===== config.mk =====
export PLATFORM = sky130hd
export DESIGN_NAME = dmem_access_unit
export DESIGN_NICKNAME = d
export VERILOG_FILES = /design/src/rtl/dmem_access_unit.sv
export SDC_FILE = /design/constraint.sdc
export NUM_CORES = 1
export LEC_CHECK = 0
export BUFFER_PORTS_ARGS = -buffer_cell sky130_fd_sc_hd__buf_2
export CORE_MARGIN = 4
export CORE_UTILIZATION = 30
export CTS_BUF_LIST = sky130_fd_sc_hd__clkbuf_4 sky130_fd_sc_hd__clkbuf_8
export DETAILED_ROUTE_END_ITERATION = 8
export GPL_TIMING_DRIVEN = 0
export PLACE_DENSITY = 0.52
export SYNTH_ARGS = -nofsm -noshare
export SYNTH_HDL_FRONTEND = slang
export SYNTH_SLANG_ARGS = --single-unit

===== constraint.sdc =====
create_clock -name clk -period 11.4 [get_ports clk]
set_input_delay 1.14 -clock clk [delete_from_list [all_inputs] [get_ports clk]]
set_output_delay 1.14 -clock clk [all_outputs]
set_load 0.05 [all_outputs]

===== src/rtl/dmem_access_unit.sv =====
// Load/store front-end for a word-addressed data memory: big-endian sub-word
// extraction with sign/zero extension, read-modify-write for SB/SH, misalign detection.
module dmem_access_unit #(
    parameter int unsigned WORD_ADDR_BITS = 16
) (
    input  logic        clk,
    input  logic        reset,
    input  logic        i_req_valid,
    output logic        o_req_ready,
    input  logic [2:0]  i_req_op,
    input  logic [31:0] i_req_addr,
    input  logic [31:0] i_req_wdata,
    output logic        o_resp_valid,
    output logic [31:0] o_resp_rdata,
    output logic        o_resp_misalign,
    output logic [31:0] o_mem_addr,
    output logic        o_mem_we,
    output logic [31:0] o_mem_wdata,
    input  logic [31:0] i_mem_rdata
);

    localparam logic [2:0] OP_LB  = 3'd0;
    localparam logic [2:0] OP_LBU = 3'd1;
    localparam logic [2:0] OP_LH  = 3'd2;
    localparam logic [2:0] OP_LHU = 3'd3;
    localparam logic [2:0] OP_LW  = 3'd4;
    localparam logic [2:0] OP_SB  = 3'd5;
    localparam logic [2:0] OP_SH  = 3'd6;
    localparam logic [2:0] OP_SW  = 3'd7;

    typedef enum logic [2:0] {
        S_IDLE,
        S_LOAD,
        S_RMW,
        S_WRITE,
        S_DONE
    } state_t;

    state_t      r_state;
    logic [2:0]  r_op;
    logic [1:0]  r_off;
    logic [31:0] r_wdata;
    logic        r_req_ready;
    logic        r_resp_valid;
    logic [31:0] r_resp_rdata;
    logic        r_resp_misalign;
    logic [31:0] r_mem_addr;
    logic        r_mem_we;
    logic [31:0] r_mem_wdata;

    logic        w_misalign;
    logic [31:0] w_word_idx;
    logic        w_unused_addr;

    // Big-endian lane extraction with sign/zero extension
    function automatic logic [31:0] f_load(input logic [2:0] op, input logic [1:0] off,
                                           input logic [31:0] w);
        logic [7:0]  b;
        logic [15:0] h;
        case (off)
            2'd0:    b = w[31:24];
            2'd1:    b = w[23:16];
            2'd2:    b = w[15:8];
            default: b = w[7:0];
        endcase
        h = off[1] ? w[15:0] : w[31:16];
        case (op)
            OP_LB:   f_load = {{24{b[7]}}, b};
            OP_LBU:  f_load = {24'd0, b};
            OP_LH:   f_load = {{16{h[15]}}, h};
            OP_LHU:  f_load = {16'd0, h};
            default: f_load = w;
        endcase
    endfunction

    // Splice the store lane into the word read back from memory
    function automatic logic [31:0] f_merge(input logic [2:0] op, input logic [1:0] off,
                                            input logic [31:0] w, input logic [31:0] d);
        logic [31:0] m;
        m = w;
        if (op == OP_SB) begin
            case (off)
                2'd0:    m[31:24] = d[7:0];
                2'd1:    m[23:16] = d[7:0];
                2'd2:    m[15:8]  = d[7:0];
                default: m[7:0]   = d[7:0];
            endcase
        end else if (op == OP_SH) begin
            if (off[1]) m[15:0]  = d[15:0];
            else        m[31:16] = d[15:0];
        end else begin
            m = d;
        end
        return m;
    endfunction

    always_comb begin
        w_misalign = 1'b0;
        case (i_req_op)
            OP_LH, OP_LHU, OP_SH: w_misalign = i_req_addr[0];
            OP_LW, OP_SW:         w_misalign = |i_req_addr[1:0];
            default:              w_misalign = 1'b0;
        endcase
    end

    // Address bits above the word-index range alias
    assign w_word_idx    = 32'(i_req_addr[WORD_ADDR_BITS+1:2]);
    assign w_unused_addr = ^i_req_addr[31:WORD_ADDR_BITS+2];

    always_ff @(posedge clk or posedge reset) begin
        if (reset) begin
            r_state         <= S_IDLE;
            r_op            <= OP_LB;
            r_off           <= 2'd0;
            r_wdata         <= 32'd0;
            r_req_ready     <= 1'b1;
            r_resp_valid    <= 1'b0;
            r_resp_rdata    <= 32'd0;
            r_resp_misalign <= 1'b0;
            r_mem_addr      <= 32'd0;
            r_mem_we        <= 1'b0;
            r_mem_wdata     <= 32'd0;
        end else begin
            case (r_state)
                S_IDLE: begin
                    if (i_req_valid) begin
                        r_op            <= i_req_op;
                        r_off           <= i_req_addr[1:0];
                        r_wdata         <= i_req_wdata;
                        r_req_ready     <= 1'b0;
                        r_resp_misalign <= 1'b0;
                        if (w_misalign) begin
                            r_resp_misalign <= 1'b1;
                            r_resp_rdata    <= 32'd0;
                            r_resp_valid    <= 1'b1;
                            r_state         <= S_DONE;
                        end else begin
                            r_mem_addr <= w_word_idx;
                            if (i_req_op <= OP_LW) begin
                                r_state <= S_LOAD;
                            end else if (i_req_op == OP_SW) begin
                                r_mem_we    <= 1'b1;
                                r_mem_wdata <= i_req_wdata;
                                r_state     <= S_WRITE;
                            end else begin
                                r_state <= S_RMW;
                            end
                        end
                    end
                end
                S_LOAD: begin
                    r_resp_rdata <= f_load(r_op, r_off, i_mem_rdata);
                    r_resp_valid <= 1'b1;
                    r_state      <= S_DONE;
                end
                S_RMW: begin
                    r_mem_wdata <= f_merge(r_op, r_off, i_mem_rdata, r_wdata);
                    r_mem_we    <= 1'b1;
                    r_state     <= S_WRITE;
                end
                S_WRITE: begin
                    r_mem_we     <= 1'b0;
                    r_resp_rdata <= 32'd0;
                    r_resp_valid <= 1'b1;
                    r_state      <= S_DONE;
                end
                S_DONE: begin
                    r_resp_valid <= 1'b0;
                    r_req_ready  <= 1'b1;
                    r_state      <= S_IDLE;
                end
                default: begin
                    r_mem_we     <= 1'b0;
                    r_resp_valid <= 1'b0;
                    r_req_ready  <= 1'b1;
                    r_state      <= S_IDLE;
                end
            endcase
        end
    end

    assign o_req_ready     = r_req_ready;
    assign o_resp_valid    = r_resp_valid;
    assign o_resp_rdata    = r_resp_rdata;
    assign o_resp_misalign = r_resp_misalign;
    assign o_mem_addr      = r_mem_addr;
    assign o_mem_we        = r_mem_we;
    assign o_mem_wdata     = r_mem_wdata;

endmodule


==> results of run 1 <==
## logic make-up after synthesis
kind of cell,Yosys count,synth area share [%]
XOR/XNOR,1,0.132
AND/OR/NAND/NOR,167,12.4
buffers and inverters,71,5.51
AO/OA/AOI/OAI,171,17.7
multiplexers,107,17.5
flip-flops,124,46.7
other,1,0.0564
## sequential cells by signal (all words and copies together), names as in the netlist
name / flops
o_mem_addr: 16
o_resp_misalign: 1
o_mem_we: 1
r_wdata: 32
o_req_ready: 1
r_state: 3
r_op: 3
o_resp_valid: 1
o_resp_rdata: 32
r_off: 2
o_mem_wdata: 32
## worst max-delay path: stages
cell and delay [ns]:
buf_2 0.14, xnor2_1 0.18, nand3_1 0.23, a211oi_2 0.64, clkbuf_1 0.44, o211ai_1 0.18
## per-stage QoR
| step | util [%] | power, W | setup WS [ns] | cell area (um2) | cells |
|---|---|---|---|---|---|
| 2_1_floorplan | - | 0.00193 | 6.96 | 6710 | 657 |
| 3_3_place_gp | 36.3 | 0.00233 | 5.15 | 7910 | 1108 |
| 3_5_place_dp | 36.4 | 0.00234 | 8.37 | 7950 | 1109 |
| 4_1_cts | 38.3 | 0.00277 | 8.82 | 8360 | 1141 |
| 5_1_grt | 38.3 | 0.00293 | 8.61 | 8360 | 1141 |
| 6_report | 38.3 | 0.00276 | 8.77 | 8370 | 1142 |
## synthesized netlist by cell type, drive strengths merged
cell      n  share of area (%)
and2      3               0.32
o21a      1               0.11
nor3      4               0.47
nand3b    1               0.11
a21o      2               0.23
or3b      2               0.26
nand2    79                4.5
and3b     2               0.26
dfstp     1               0.40
conb      1              0.056
o21ai    19                1.4
dfrtp   123                 46
a211o     1               0.13
nand2b   12                1.1
and4bb    2               0.38
o21ba     1               0.15
mux4      1               0.34
o211a     1               0.15
and3     16                1.5
a211oi   41                4.7
a22oi    16                1.8
nor3b     3               0.49
a21oi    27                2.0
a31oi     1              0.094
or2b      1               0.11
buf      35                3.5
mux2     66                 11
o22ai    16                1.5
nor2     30                1.7
clkbuf   31                1.7
xnor2     1               0.13
inv       5               0.28
nand3     2               0.23
or3       7               0.66
nor2b     2               0.19
a41oi     1               0.13
or4       1               0.11
o211ai   43                5.1
a31o      1               0.13
mux2i    40                6.0
## path summary, 6_finish.rpt
check,from,slack (ns),end,cells past startpoint
max in group asynchronous,reset,9.90,o_resp_rdata[31],3
worst max register to register,r_state[1],9.26,o_resp_rdata[31],6
worst min-delay path,o_req_ready,0.49,o_req_ready,2
min in group asynchronous,reset,0.75,o_mem_addr[14],2
worst max-delay path,i_req_op[0],8.77,o_resp_rdata[20],6
worst min register to register,o_req_ready,0.49,o_req_ready,2
## power by group through the flow
stage / registers [W] / logic, W / clock network, W
global route: 0.000833 / 0.00164 / 0.000455
detailed placement: 0.000812 / 0.00153 / 0
floorplan: 0.00122 / 0.000702 / 0
CTS: 0.000806 / 0.00154 / 0.000431
global placement: 0.000811 / 0.00152 / 0
finish: 0.000806 / 0.00153 / 0.000422
## routing by layer
metal  vias up  global-route usage [%]  wire, um
met5         -                       0        31
met4         4                    6.36       483
met3        35                    5.39      1660
met2       191                    28.0     10400
met1      2830                    26.5     10600
li1       2744                       -         -
## final cells by class
class / count / area, um2 / area share (%)
timing repair buffer: 172 / 883 / 10.6
antenna: 1 / 2.50 / 0.0299
sequential: 124 / 3100 / 37.1
clock inverter: 15 / 185 / 2.21
multi-input combinational: 462 / 3240 / 38.7
buffer: 66 / 348 / 4.16
clock buffer: 17 / 234 / 2.80
inverter: 5 / 23.8 / 0.284
tap: 280 / 350 / 4.19
==> results.cfg, run 1 <==
[cts]
cts_buffer_depth = 2
post_cts_buffers = 0
insertion_delay_ns = 0.46
clockRootBuffer = clkbuf_8
clkTransAtPathRegs_ns = 0.08
ctsResizeCount = 0
ctsHtreeMaxLevel = 4
clkSinkCount = 124
holdBufCountCts = 0
cts_buffers = 17
cts_tree = done

[status]
outcome = completed

[die]
num_rows = 54
start_util_pct = 30.5
fp.dieW_um = 157
core_um2 = 21800
ios = 202
dieArea_um2 = 24600
die_y_um = 157

[pwr]
ir_drop_v = 0.000131
p_leak_nw = 3.86
p_per_area_nw_per_um2 = 330
netSwitchingFraction_pct = 50.8
switchingPower_w = 0.00140
pwr-share-seq_pct = 29.2
p_clk_share_pct = 15.3
p_comb_share_pct = 55.4
p_int_w = 0.00136

[timing]
rsz0062_at_grt = false
whs_ns = 0.487
tightestPinTransition_ns = 0.711
max_freq_mhz = 380
max-slew-margin-rel_pct = 52.4
slew_violations = 0
fin_crit_ns = 2.63
finalSetupViolCount = 0
min_period_over_period_pct = 23.1
hold_violations = 0
setup_tns_ns = 0
fin_skew_ns = 0.0110

[critical_path]
end_kind = flop
crit_fanout = 10
arrival_ns = 2.95
crit_type = primary input to flop
cp_data_required_time_ns = 11.72
critPathLaunchType = primary input

[yosys]
synth_cell_types = 52
ys_seq_area_share_pct = 46.7
synth_cells = 642
synth-seq-cells = 124
syn_area_per_cell_um2 = 10.4
synth.cell_area_um2 = 6650
yosys_warnings = 0

[routing]
avgViaCountPerCell = 5.08
firstDrtPassIters = 5
vias = 5804
wl_per_cell_um = 20.2
route.detailed.drc = 0
wirelength_mm = 23.1
postRouteAntennaNets = 0
drtIter0Drc = 405

[layout]
syn_to_final_growth_pct = 25.8
drive_gt1_share_pct = 36.2
mostFrequentLayoutCells = 185 x buf_2, 123 x dfrtp_1, 79 x nand2_1
nets = 950
fillCellCount = 2265
layout_commonest_cell = buf_2

[worst_hold_path]
min_path_type = flop to flop

[placed_design]
gp_congestion = 0.893
hpwl_mm = 17.6
port_buffers = 171

[global_route]
grt_pass1_vias = 5867
track_usage_pct = 18.9
antenna_found_initial = 2
overflow = 0
grt_pass1_wl_mm = 35.0
grt_max_degree = 65

[flow_run]
maxCapViolCount = 0
(Power assumes the default switching activity.)
==> run 2, diff against run 1 <==
Settings changed: ABC_AREA set to 1, PLACE_DENSITY 0.52 to 0.51.
Clock period 11.4 ns to 2.5 ns, I/O delays scaled along.
==> results.cfg, run 2 <==
[yosys]
yosys.area.top_type_share_pct = 40.2
ys_seq_area_share_pct = 40.6
synth.cell_area_um2 = 7650
synth_largest_area_cell = dfrtp_1
synthTopCellsByCount = 543 x nand2_1, 123 x dfrtp_1, 98 x inv_1, 85 x o21ai_0, 79 x nand3_1
synth_cells = 1158
synth-main-ff-cell = dfrtp_1
yosys_warnings = 0
yosysMostFrequentCell = nand2_1
syn_area_per_cell_um2 = 6.61
synth_cell_types = 25
synth-edff-count = 0
synth-seq-cells = 124
async_flop_share_pct = 100
synth_area_leaders = dfrtp_1 40%, nand2_1 27%, o21ai_0 5.6%

[status]
outcome = completed

[cts]
post_cts_buffers = 0
insertion_delay_ns = 0.46
cts_buffer_depth = 2
cts_buffers = 17
cts_tree = done
clkTransAtPathRegs_ns = 0.07
clockRootBuffer = clkbuf_8
clkSinkCount = 124
ctsHtreeMaxLevel = 4

[global_route]
use_met3_pct = 4.51
grt_pass1_wl_mm = 44.3
busiest_layer = met2
met2_usage_pct = 30.8
grt_pass1_vias = 7832
track_usage_pct = 20.2
met1_usage_pct = 28.8
antenna_found_initial = 2
overflow = 0
grt_max_degree = 41

[placed_design]
port_buffers = 171
place_inst = 1677
hpwl_mm = 22.2
gp_congestion = 0.933

[timing]
max_freq_mhz = 554
min_period_over_period_pct = 72.1
slew_violations = 0
finalSetupViolCount = 0
fin_crit_ns = 1.80
hold_violations = 0
max-slew-margin-rel_pct = 59.5
fin_skew_ns = 0.0105
tightestPinTransition_ns = 0.608
rsz0062_at_grt = false

[critical_path]
critPathLaunchType = flop
critPathMaxStageDelay_ns = 0.38
cp_data_required_time_ns = 2.85
arrival_ns = 2.15
end_kind = flop
crit_type = flop to flop
crit_chain = nand2_1 > nor2_1 > buf_2 > buf_2 > a21oi_1 > nand2_1 > nand2_1 > nand3_1 > nand2_1
cpMostUsedCell = nand2_1
cpMaxStageDelayCell = dfrtp_1
crit_fanout = 10

[pwr]
ir_drop_v = 0.000466
p_per_area_nw_per_um2 = 1440
p_leak_nw = 5.51
finalPower_w = 0.0139

[layout]
syn_to_final_growth_pct = 26.3
instances_no_fill = 1727
drive_gt1_share_pct = 21.5
nets = 1485
mostFrequentLayoutCells = 543 x nand2_1, 201 x buf_2, 123 x dfrtp_1
layout_commonest_cell = nand2_1

[worst_hold_path]
min_path_type = primary input to flop

[die]
die_y_um = 168
dieArea_um2 = 28100
num_rows = 58
fp.dieW_um = 168
start_util_pct = 30.5
core_um2 = 25100
ios = 202

[routing]
wl_per_cell_um = 16.4
firstDrtPassIters = 5
drtIter0Drc = 574
avgViaCountPerCell = 4.61
postRouteAntennaNets = 0
wirelength_mm = 28.3
vias = 7953
route.detailed.drc = 0

[flow_run]
maxCapViolCount = 0
[run 2: layer usage]
layer / up-vias / wire, um
met4: 2 / 611
met5: - / 13
li1: 4036 / -
met3: 38 / 1670
met2: 233 / 12500
met1: 3644 / 13500
[run 2: final timing paths]
path | startpoint | endpoint | slack [ns] | cells after the start
worst min-delay path | i_req_wdata[7] | r_wdata[7] | 0.06 | 3
worst min register to register | o_resp_rdata[22] | o_resp_rdata[22] | 0.47 | 2
min in group asynchronous | reset | o_resp_rdata[30] | 0.37 | 3
worst max-delay path | r_op[0] | o_mem_wdata[17] | 0.70 | 9
max in group asynchronous | reset | r_wdata[30] | 1.34 | 5
worst max register to register | r_op[0] | o_mem_wdata[17] | 0.70 | 9
[run 2: kinds of logic (layout without fill, tap and decap cells)]
logic type | after synthesis | after routing | share of synthesized area [%]
AND/OR/NAND/NOR | 652 | 652 | 34.6
other | 1 | 17 | 0.0490
buffers and inverters | 194 | 417 | 11.9
multiplexers | 1 | 1 | 0.147
AO/OA/AOI/OAI | 186 | 186 | 12.7
flip-flops | 124 | 124 | 40.6
[run 2: what timing repair did]
action	4_1_cts	5_1_grt
hold buffers	17	0
endpoints found under the hold margin	34	0
resized for setup	0	0
[run 2: power by group]
part           switching [W]  internal (W)
registers           0.000544       0.00292
clock network       0.000872       0.00117
logic                0.00611       0.00224
[run 2: layout make-up]
cell class	count	area, um2
Multi-Input combinational cell	855	3690
Clock buffer	22	284
Timing Repair Buffer	191	1090
Fill cell	2818	15400
Tap cell	330	413
Clock inverter	10	164
Inverter	107	405
Antenna cell	1	2.50
Buffer	87	510
Sequential cell	124	3100
[run 2: stage by stage]
stage	utilization, %	area [um2]	setup WS (ns)	TNS, ns	hold WS, ns
after floorplan	-	7710	0.726	0	0.367
after global placement	35.8	8980	-0.218	-25.26	0.452
after detailed placement	36.0	9040	0.710	0	0.310
after CTS	38.5	9660	0.682	0	0.0366
after global routing	38.5	9660	0.519	0	0.0393
final	38.5	9660	0.696	0	0.0626
[run 2: critical path, delay by kind of cell (launching register included)]
family / cells / cell delay [ns]
flops: 1 / 0.38
buf+inv: 2 / 0.60
simple gates: 6 / 0.63
compound gates: 1 / 0.07
==> run 3, diff against run 2 <==
Settings changed: PLACE_DENSITY 0.51 to 0.53.
Clock period 2.5 ns to 1.5 ns, I/O delays scaled along.
==> results.cfg, run 3 (synthesized netlist as in run 2, its figures left out) <==
[status]
outcome = finished, violations left
violations = negative setup slack

[cts]
cts_buffers = 17
clkTransAtPathRegs_ns = 0.08
clockRootBuffer = clkbuf_8
insertion_delay_ns = 0.47
ctsHtreeMaxLevel = 4
cts_tree = done
clkSinkCount = 124
cts_buffer_depth = 2

[die]
ios = 202
dieArea_um2 = 28100
start_util_pct = 30.5
core_um2 = 25100
die_y_um = 168
fp.dieW_um = 168
num_rows = 58

[placed_design]
gp_congestion = 0.931
place_inst = 1677
port_buffers = 171
hpwl_mm = 22.2
dpl-instance-area_um2 = 9040

[critical_path]
cp_data_required_time_ns = 1.86
path_buf_inv = 3
arrival_ns = 1.90
cpMostUsedCell = nand2_1
crit_chain = buf_6 > buf_12 > buf_8 > o21ai_2 > nand2_1 > nand2_1 > nand2_2 > nand3_4 > nand2_1
critPathMaxStageDelay_ns = 0.47
end_kind = flop
critPathLaunchType = flop
cpMaxStageDelayCell = dfrtp_2
crit_type = flop to flop
cp_top_family = flip-flops
crit_fanout = 10

[routing]
wirelength_mm = 29.9
drtIter0Drc = 653
wl_per_cell_um = 16.6
route.detailed.drc = 0
avgViaCountPerCell = 4.66
firstDrtPassIters = 5
vias = 8362
postRouteAntennaNets = 0

[layout]
syn_to_final_growth_pct = 45.3
nets = 1553
mostFrequentLayoutCells = 487 x nand2_1, 177 x buf_2, 119 x dfrtp_1
layout_commonest_cell = nand2_1
design_area_um2 = 11100
drive_gt1_share_pct = 30.3
instances_no_fill = 1795

[timing]
slew_violations = 0
worst_slack_ns = -0.0347
fin_skew_ns = 0.0155
rsz0062_at_grt = true
max-slew-margin-rel_pct = 41.9
min_period_over_period_pct = 102
max_freq_mhz = 652
tightestPinTransition_ns = 0.869
hold_violations = 0
whs_ns = 0.130
finalSetupViolCount = 15
fin_crit_ns = 1.53

[pwr]
pwr-share-seq_pct = 22.4
switchingPower_w = 0.0137
p_per_area_nw_per_um2 = 2380
p_int_w = 0.0127
p_comb_share_pct = 63.9
finalPower_w = 0.0264
netSwitchingFraction_pct = 51.9
p_leak_nw = 6.07
p_clk_share_pct = 13.7
ir_drop_v = 0.000891

[global_route]
grt_max_degree = 39
track_usage_pct = 20.4
grt_pass1_wl_mm = 45.2
overflow = 0
antenna_found_initial = 3
grt_pass1_vias = 7941

[worst_hold_path]
min_path_type = primary input to flop

[flow_run]
maxCapViolCount = 0
[run 3: changes by cell type in the layout (fill, tap and decap cells not counted), sizes merged]
| cell | delta |
|---|---|
| dlygate4sd3 | +37 |
| buf | +28 |
| clkinvlp | +4 |
| clkinv | -3 |
| clkbuf | +2 |
| inv | -2 |
| bufinv | +1 |
| nand2 | +1 |
[run 3: final cells by class]
type,count,area (um2)
sequential,124,3110
timing repair buffer,261,1880
buffer,84,737
multi-input combinational,856,4080
fill,2685,14000
inverter,107,423
clock buffer,22,290
antenna,1,2.50
tap,330,413
clock inverter,10,186
[run 3: worst reg2reg max path, cell delays in order (launching register included)]
cell and delay (ns):
dfrtp_2 0.47, buf_6 0.16, buf_12 0.15, buf_8 0.15, o21ai_2 0.11, nand2_1 0.09
nand2_1 0.09, nand2_2 0.08, nand3_4 0.09, nand2_1 0.05
[run 3: final timing paths]
path,slack (ns),startpoint,depth (start not counted),endpoint
worst max-delay path,-0.03,r_off[1],9,o_mem_wdata[17]
worst min-delay path,0.13,i_mem_rdata[22],5,o_resp_rdata[22]
worst max register to register,-0.03,r_off[1],9,o_mem_wdata[17]
worst min register to register,0.47,o_mem_we,2,o_mem_we
max in group asynchronous,0.39,reset,4,o_req_ready
min in group asynchronous,0.41,reset,3,o_resp_rdata[31]
[run 3: repair_timing]
action,CTS,global route
pin swaps,6,18
cloned,2,8
hold buffers,53,1
gates resized for setup,77,191
hold endpoints to repair,103,1
endpoints found under the setup margin,111,114
buffers inserted,13,11
[run 3: power groups by stage]
stage | Sequential [W] | Combinational (W) | Clock [W]
final | 0.00591 | 0.0169 | 0.00363
after detailed placement | 0.00583 | 0.0139 | 0
after global routing | 0.00609 | 0.0183 | 0.00385
after floorplan | 0.00905 | 0.00693 | 0
after CTS | 0.00580 | 0.0150 | 0.00372
after global placement | 0.00583 | 0.0138 | 0
[run 3: per-stage QoR]
| stage | utilization, % | setup TNS (ns) | worst slack (ns) |
|---|---|---|---|
| 2_1_floorplan | - | -21.46 | -0.174 |
| 3_3_place_gp | 35.8 | -153.62 | -1.14 |
| 3_5_place_dp | 36.0 | -13.62 | -0.283 |
| 4_1_cts | 41.4 | -0.208 | -0.0277 |
| 5_1_grt | 44.3 | -6.65 | -0.104 |
| 6_report | 44.3 | -0.156 | -0.0347 |
[run 3: metal layers]
| metal | up-vias | routed length, um | share of wire [%] | track usage (%) |
|---|---|---|---|---|
| li1 | 4181 | - | - | - |
| met1 | 3900 | 13900 | 47 | 29.0 |
| met2 | 249 | 13800 | 46 | 31.8 |
| met3 | 28 | 1780 | 6.0 | 4.58 |
| met4 | 4 | 372 | 1.2 | 4.83 |
| met5 | - | 27 | 0.090 | 0 |
